`src/rtl/uart_rx_pkg.sv`:
```
// Shared UART receive-path definitions.
// Holds the frame-length limits and the helper that clamps a requested
// data-bit count into the legal range of the receiver.
package uart_rx_pkg;

  localparam int unsigned UART_MIN_DATA_BITS    = 32'd5;
  localparam int unsigned UART_DEFAULT_PRESCALE = 32'd8;

  // Clamp a requested data-bit count to [UART_MIN_DATA_BITS, max_len].
  function automatic int unsigned clamp_frame_len(input int unsigned req_len,
                                                  input int unsigned max_len);
    int unsigned len_v;
    if (req_len < UART_MIN_DATA_BITS) begin
      len_v = UART_MIN_DATA_BITS;
    end else if (req_len > max_len) begin
      len_v = max_len;
    end else begin
      len_v = req_len;
    end
    return len_v;
  endfunction

endpackage

```
`src/rtl/deser_bit_counter.sv`:
```
// Bit-position tracker for a UART data phase.
// Detects the capture strobe, counts captured bits, latches frame length and
// bit order on the first capture of a frame and flags completion/abort.
// Ports:
//   clk, rst           clock, async active-low reset
//   des_en             data-bit phase active
//   edge_cnt, prescale oversampling position and ratio
//   frame_len          requested data bits (clamped on latch)
//   lsb_first          requested bit order
//   cap                capture strobe this cycle (combinational)
//   done               this capture completes the frame (combinational)
//   abort              des_en dropped mid-frame (combinational)
//   bit_cnt            bits captured so far in the current frame
//   len_sel, order_sel length/order governing the current capture
//   busy               registered (bit_cnt != 0)
module deser_bit_counter
  import uart_rx_pkg::*;
#(
  parameter int DATA_WIDTH = 8,
  parameter int PRESC_W    = 6,
  localparam int CNT_W     = $clog2(DATA_WIDTH + 1)
) (
  input  logic               clk,
  input  logic               rst,
  input  logic               des_en,
  input  logic [PRESC_W-1:0] edge_cnt,
  input  logic [PRESC_W-1:0] prescale,
  input  logic [CNT_W-1:0]   frame_len,
  input  logic               lsb_first,
  output logic               cap,
  output logic               done,
  output logic               abort,
  output logic [CNT_W-1:0]   bit_cnt,
  output logic [CNT_W-1:0]   len_sel,
  output logic               order_sel,
  output logic               busy
);

  logic [CNT_W-1:0]   bit_cnt_r;
  logic [CNT_W-1:0]   bit_cnt_nxt_s;
  logic [CNT_W-1:0]   len_q_r;
  logic               order_q_r;
  logic               busy_r;
  logic [PRESC_W-1:0] last_edge_s;
  logic               cap_s;
  logic               first_s;
  logic [CNT_W-1:0]   req_len_s;
  logic [CNT_W-1:0]   len_sel_s;
  logic               order_sel_s;
  logic               done_s;
  logic               abort_s;

  // Strobe detection, frame parameter selection and next bit count.
  always_comb begin
    last_edge_s   = prescale - PRESC_W'(1);
    cap_s         = 1'b0;
    bit_cnt_nxt_s = bit_cnt_r;
    // prescale of 0 or 1 would wrap or match every cycle, so it never strobes.
    if (des_en && (prescale > PRESC_W'(1)) && (edge_cnt == last_edge_s)) begin
      cap_s = 1'b1;
    end else begin
      cap_s = 1'b0;
    end
    first_s   = cap_s && (bit_cnt_r == {CNT_W{1'b0}});
    req_len_s = CNT_W'(clamp_frame_len(32'(frame_len), 32'(DATA_WIDTH)));
    // The first capture already uses the freshly latched values.
    if (first_s) begin
      len_sel_s   = req_len_s;
      order_sel_s = lsb_first;
    end else begin
      len_sel_s   = len_q_r;
      order_sel_s = order_q_r;
    end
    done_s  = cap_s && (bit_cnt_r == (len_sel_s - CNT_W'(1)));
    abort_s = !des_en && (bit_cnt_r != {CNT_W{1'b0}});
    if (abort_s || done_s) begin
      bit_cnt_nxt_s = {CNT_W{1'b0}};
    end else if (cap_s) begin
      bit_cnt_nxt_s = bit_cnt_r + CNT_W'(1);
    end else begin
      bit_cnt_nxt_s = bit_cnt_r;
    end
  end

  // Bit counter, per-frame length/order latch and busy flag.
  always_ff @(posedge clk or negedge rst) begin
    if (!rst) begin
      bit_cnt_r <= {CNT_W{1'b0}};
      len_q_r   <= {CNT_W{1'b0}};
      order_q_r <= 1'b0;
      busy_r    <= 1'b0;
    end else begin
      bit_cnt_r <= bit_cnt_nxt_s;
      if (first_s) begin
        len_q_r   <= req_len_s;
        order_q_r <= lsb_first;
      end
      busy_r <= (bit_cnt_nxt_s != {CNT_W{1'b0}});
    end
  end

  assign cap       = cap_s;
  assign done      = done_s;
  assign abort     = abort_s;
  assign bit_cnt   = bit_cnt_r;
  assign len_sel   = len_sel_s;
  assign order_sel = order_sel_s;
  assign busy      = busy_r;

endmodule

```
`src/rtl/deser_shift_unit.sv`:
```
// UART receive deserializer: collects one sampled bit per bit period into a
// right-justified word with runtime prescale, frame length and bit order.
// Ports:
//   clk, rst       clock, async active-low reset
//   des_en         data-bit phase active
//   sampled_bit    voted bit from the data sampler
//   edge_cnt       oversampling edge counter
//   prescale       oversampling ratio (quasi-static)
//   frame_len      data bits per frame (clamped to 5..DATA_WIDTH)
//   lsb_first      1 = LSB first, 0 = MSB first
//   p_data         last completed word, upper bits zero
//   data_valid     one-cycle pulse when p_data updates
//   busy           a frame is partially collected
//   frame_abort    one-cycle pulse when des_en drops mid-frame
module deser_shift_unit
  import uart_rx_pkg::*;
#(
  parameter int DATA_WIDTH = 8,
  parameter int PRESC_W    = 6,
  localparam int CNT_W     = $clog2(DATA_WIDTH + 1)
) (
  input  logic                  clk,
  input  logic                  rst,
  input  logic                  des_en,
  input  logic                  sampled_bit,
  input  logic [PRESC_W-1:0]    edge_cnt,
  input  logic [PRESC_W-1:0]    prescale,
  input  logic [CNT_W-1:0]      frame_len,
  input  logic                  lsb_first,
  output logic [DATA_WIDTH-1:0] p_data,
  output logic                  data_valid,
  output logic                  busy,
  output logic                  frame_abort
);

  logic                  cap_s;
  logic                  done_s;
  logic                  abort_s;
  logic [CNT_W-1:0]      bit_cnt_s;
  logic [CNT_W-1:0]      len_sel_s;
  logic                  order_sel_s;
  logic [DATA_WIDTH-1:0] shift_r;
  logic [DATA_WIDTH-1:0] shift_cap_s;
  logic [DATA_WIDTH-1:0] shift_nxt_s;
  logic [DATA_WIDTH-1:0] bit_sel_s;
  logic [DATA_WIDTH-1:0] len_mask_s;
  logic [DATA_WIDTH-1:0] p_data_r;
  logic                  data_valid_r;
  logic                  frame_abort_r;

  deser_bit_counter #(
    .DATA_WIDTH (DATA_WIDTH),
    .PRESC_W    (PRESC_W)
  ) u_bit_counter (
    .clk       (clk),
    .rst       (rst),
    .des_en    (des_en),
    .edge_cnt  (edge_cnt),
    .prescale  (prescale),
    .frame_len (frame_len),
    .lsb_first (lsb_first),
    .cap       (cap_s),
    .done      (done_s),
    .abort     (abort_s),
    .bit_cnt   (bit_cnt_s),
    .len_sel   (len_sel_s),
    .order_sel (order_sel_s),
    .busy      (busy)
  );

  // Insert the sampled bit and compute the next shift register contents.
  always_comb begin
    // One-hot select avoids indexing with a counter wider than the word.
    bit_sel_s  = {{(DATA_WIDTH-1){1'b0}}, 1'b1} << bit_cnt_s;
    // Shifting all-ones by len_sel leaves ones only at valid positions after inversion.
    len_mask_s = ~({DATA_WIDTH{1'b1}} << len_sel_s);
    if (order_sel_s) begin
      if (sampled_bit) begin
        shift_cap_s = shift_r | bit_sel_s;
      end else begin
        shift_cap_s = shift_r & ~bit_sel_s;
      end
    end else begin
      shift_cap_s = {shift_r[DATA_WIDTH-2:0], sampled_bit};
    end
    if (abort_s || done_s) begin
      shift_nxt_s = {DATA_WIDTH{1'b0}};
    end else if (cap_s) begin
      shift_nxt_s = shift_cap_s;
    end else begin
      shift_nxt_s = shift_r;
    end
  end

  // Shift register, output word and event pulses.
  always_ff @(posedge clk or negedge rst) begin
    if (!rst) begin
      shift_r       <= {DATA_WIDTH{1'b0}};
      p_data_r      <= {DATA_WIDTH{1'b0}};
      data_valid_r  <= 1'b0;
      frame_abort_r <= 1'b0;
    end else begin
      shift_r <= shift_nxt_s;
      if (done_s) begin
        p_data_r <= shift_cap_s & len_mask_s;
      end
      // done needs des_en high and abort needs it low, so these never coincide.
      data_valid_r  <= done_s;
      frame_abort_r <= abort_s;
    end
  end

  assign p_data      = p_data_r;
  assign data_valid  = data_valid_r;
  assign frame_abort = frame_abort_r;

endmodule

```
`config.mk`:
```
export PLATFORM = sky130hd
export DESIGN_NAME = deser_shift_unit
export DESIGN_NICKNAME = d
export VERILOG_FILES = /design/src/rtl/uart_rx_pkg.sv /design/src/rtl/deser_bit_counter.sv /design/src/rtl/deser_shift_unit.sv
export SDC_FILE = /design/constraint.sdc
export NUM_CORES = 1
export LEC_CHECK = 0
export ABC_CLOCK_PERIOD_IN_PS = 3500
export CORE_MARGIN = 2
export CORE_UTILIZATION = 48
export DETAILED_ROUTE_END_ITERATION = 10
export PLACE_DENSITY = 0.73
export SLEW_MARGIN = 40
export SYNTH_ARGS = -nofsm -noshare
export SYNTH_HDL_FRONTEND = slang
export SYNTH_SLANG_ARGS = --single-unit
```
`constraint.sdc`:
```
create_clock -name clk -period 3.5 [get_ports clk]
set_input_delay 0.35 -clock clk [delete_from_list [all_inputs] [get_ports clk]]
set_output_delay 0.35 -clock clk [all_outputs]
set_load 0.005 [all_outputs]
```
==> impl_results.md <==
* Status: finished, final reports clean
* Worst hold path type: in2async
* Post-placement cell count at 312
* Path type of the worst setup path: in2reg
* Measured slew at the worst slew-check pin at 0.376 ns
* Routed vias at 1735
* Number of sinks on the clock net at 28
* Global-route met1 utilization at 29.0%
* Share of the clock period used by the worst path after layout at 93.9%
* Number of warnings issued by yosys at 0
* Worst-path maximum fanout at 8
* Endpoint class of the critical path: register
* Skew final at 0.00777 ns
* Vias in the first global route at 1747
* Total of buffers placed on input and output ports at 31
* Most instantiated flip-flop cell in the synthesis netlist: sky130_fd_sc_hd__dfrtp_1
* Proportion of synthesized chip area in sequential cells at 36.0%
* # hold bufs at CTS at 0
* Final net count at 298
* Detailed-router iteration count before antenna repair at 4
* Unrepaired setup endpoints after global routing: no
* TritonCTS clock tree: built
* Max-slew violation total from the final report at 0
* Worst setup SP type: primary input
* Met2 layer usage reported by global route at 40.7%
* Top-level I/O count at 32
* Pwr Density at 434 nW/um^2
* Final number of hold-violating endpoints at 0
* Antenna diode count at 0
* Met3 Use GR at 2.33%
* Area share of the largest cell type after synthesis at 36.0%
* Layout Utilization at 67.7%
* Count of flip-flops with a built-in enable after synthesis at 0
* Data required, critical path at 3.68 ns
* Total congestion overflow after global routing at 0
* Syn Inst Count at 205
* Post-route antenna net violation count at 0
* Most used routing layer in global routing: met2
* Area of the multi-input gates at 1220 sq um
* Register bit count reported by yosys at 28
* Post-detailed-route DRC marker count at 0
* Leak pwr at 1.20 nW
* H-tree levels at 1
* Yosys cell types at 44
* Data arrival time of the worst path at 3.46 ns
* Register cell area after layout at 701 sq um
* Cell accounting for the most synthesized area: sky130_fd_sc_hd__dfrtp_1
* Worst hold slack at 0.442 ns
* Top-count cell post-synth: sky130_fd_sc_hd__dfrtp_1
* Initial core utilization at 49.3%
* Max-cap violations at 0
* Clk_lat worst skew at 0.28 ns
* Detailed placer's ending HPWL at 3690 microns
* Area added between synthesis and finish at 37.2%
* Area of the die at 4580 sq um
* Routed wire length per instance at 15.0 microns
* Placer Congestion at 0.856
* Area of the mapped netlist at 1950 sq um
* Count of filler cells inserted in the layout at 316
* Cell chosen for the clock root: sky130_fd_sc_hd__clkbuf_8
* Initial DRC Count at 47
* Final instance count without filler cells at 317
* Placement Rows at 23
* Overall routed net length at 4770 microns
* Number of buffers created by CTS at 3
* Nets in the synthesized netlist at 235
* Chip height at 67.7 microns
* Worst IR Drop VDD at 224 uV
* Number of antenna violations at the first check in global routing at 0
* CTS max path bufs at 2
* Die Span X at 67.7 microns
* Leading cell types by count after synthesis: sky130_fd_sc_hd__dfrtp_1, sky130_fd_sc_hd__mux2_2, sky130_fd_sc_hd__nand2_1
* Overall Global Routing Usage at 22.7%
* Proportion of layout cells with a drive suffix above 1 at 29.2%
* Clock slew at the register clock pins of the worst setup and hold paths at 0.10 ns
* Main area contributors after synthesis: sky130_fd_sc_hd__dfrtp_1, sky130_fd_sc_hd__mux2_2, sky130_fd_sc_hd__ha_1, sky130_fd_sc_hd__a21oi_1, sky130_fd_sc_hd__xnor2_1
* Clock period minus worst slack at 3.29 ns
* Average via count per standard cell at 5.47
* Synthesized area per cell at 9.49 sq um
* First-pass GRT wire length at 7850 microns
* Placeable core region at 3940 sq um
* Largest net degree at the start of global routing at 29
* Setup-failing EPs final at 0
* Post-synth ARST share at 100%
* Maximum clock frequency at 0.304 GHz
* Worst max-slew margin expressed relative to the limit at 74.7%
final cells by class:
class                           count  area share (%)
Clock buffer                        4            2.06
Inverter                           14            1.97
Timing Repair Buffer               64            21.6
Tap cell                           50            2.34
Multi-Input combinational cell    157            45.8
Sequential cell                    28            26.2
sequential cells by signal (all words and copies together) (netlist names):
register and cells:
p_data 8, data_valid 1, u_bit_counter.len_q_r 4, shift_r 8, u_bit_counter.order_q_r 1, frame_abort 1
u_bit_counter.bit_cnt 4, u_bit_counter.busy 1
where the power goes:
part           internal [mW]  switching (mW)  leakage [nW]
clock                  0.101           0.104        0.0288
sequential             0.366          0.0302         0.378
combinational          0.264           0.294         0.796
total                  0.731           0.428          1.20
layout by cell type (no fill, tap or decap), types with 3 or more instances in the layout:
cell | netlist | final
sky130_fd_sc_hd__buf_4 | 0 | 32
sky130_fd_sc_hd__dfrtp_1 | 28 | 28
sky130_fd_sc_hd__clkdlybuf4s50_1 | 0 | 27
sky130_fd_sc_hd__nand2_1 | 19 | 19
sky130_fd_sc_hd__mux2_2 | 20 | 17
sky130_fd_sc_hd__a21oi_1 | 16 | 16
sky130_fd_sc_hd__nor2_1 | 13 | 12
sky130_fd_sc_hd__o21ai_0 | 12 | 12
sky130_fd_sc_hd__inv_1 | 13 | 11
sky130_fd_sc_hd__xnor2_1 | 9 | 9
sky130_fd_sc_hd__ha_1 | 9 | 8
sky130_fd_sc_hd__mux2i_1 | 7 | 7
sky130_fd_sc_hd__nand3_1 | 5 | 4
sky130_fd_sc_hd__nand4_1 | 4 | 4
sky130_fd_sc_hd__a21boi_0 | 4 | 4
sky130_fd_sc_hd__clkbuf_8 | 0 | 4
sky130_fd_sc_hd__inv_2 | 1 | 3
sky130_fd_sc_hd__a31o_2 | 3 | 3
sky130_fd_sc_hd__nand2b_1 | 3 | 3
sky130_fd_sc_hd__mux2_4 | 0 | 3
sky130_fd_sc_hd__nor2b_1 | 3 | 3
sky130_fd_sc_hd__dlymetal6s2s_1 | 0 | 3
cell families after synthesis:
logic type | count (synthesis) | synth area share, %
simple gates | 64 | 17.7
compound gates | 45 | 15.4
mux | 28 | 15.9
flops | 28 | 36.0
buf+inv | 20 | 4.31
xor+xnor | 11 | 4.95
fa+ha+maj | 9 | 5.79
through the flow:
| step | instance area, sq um | setup slack [ns] | setup TNS (ns) | power (mW) |
|---|---|---|---|---|
| floorplan | 1960 | 0.0175 | 0 | 0.733 |
| global placement | 2540 | -0.338 | -5.70 | 0.947 |
| detailed placement | 2540 | -0.375 | -6.17 | 0.951 |
| CTS | 2630 | 0.00134 | 0 | 1.16 |
| global route | 2670 | 0.00734 | 0 | 1.24 |
| finish | 2670 | 0.213 | 0 | 1.16 |
critical path, cell delays in order:
cell and delay, ns:
sky130_fd_sc_hd__clkdlybuf4s50_1 0.61, sky130_fd_sc_hd__xor2_1 0.21, sky130_fd_sc_hd__xnor2_1 0.13, sky130_fd_sc_hd__nand3_1 0.15, sky130_fd_sc_hd__nor3_4 0.21, sky130_fd_sc_hd__mux2_4 0.33
sky130_fd_sc_hd__inv_2 0.06, sky130_fd_sc_hd__ha_1 0.23, sky130_fd_sc_hd__xnor2_1 0.14, sky130_fd_sc_hd__nor2_2 0.20, sky130_fd_sc_hd__o2111ai_2 0.18, sky130_fd_sc_hd__o21ai_4 0.20
sky130_fd_sc_hd__buf_12 0.14, sky130_fd_sc_hd__mux2_2 0.32
what timing repair did:
item | 4_1_cts | 5_1_grt
cloned | 0 | 0
pin swaps | 7 | 5
gates resized for setup | 5 | 9
setup buffers | 2 | 0
setup endpoints to repair | 9 | 21
metal layers:
layer  share of wire (%)  vias up
li1                    -      855
met1                  44      835
met2                  50       38
met3                 4.1        7
met4                 1.2        0
met5                   0        -
worst paths after layout:
kind / startpoint / depth (start not counted) / end / slack (ns)
setup / recovery: prescale[4] / 14 / p_data[1] / 0.21
hold reg to reg: p_data[2] / 1 / p_data[2] / 0.51
hold / removal: rst / 2 / p_data[3] / 0.44
min in group clk: p_data[2] / 1 / p_data[2] / 0.51
max in group asynchronous: rst / 2 / shift_r[0] / 2.79
setup reg to reg: u_bit_counter.bit_cnt[0] / 14 / p_data[1] / 0.33
(Power assumes the default switching activity.)
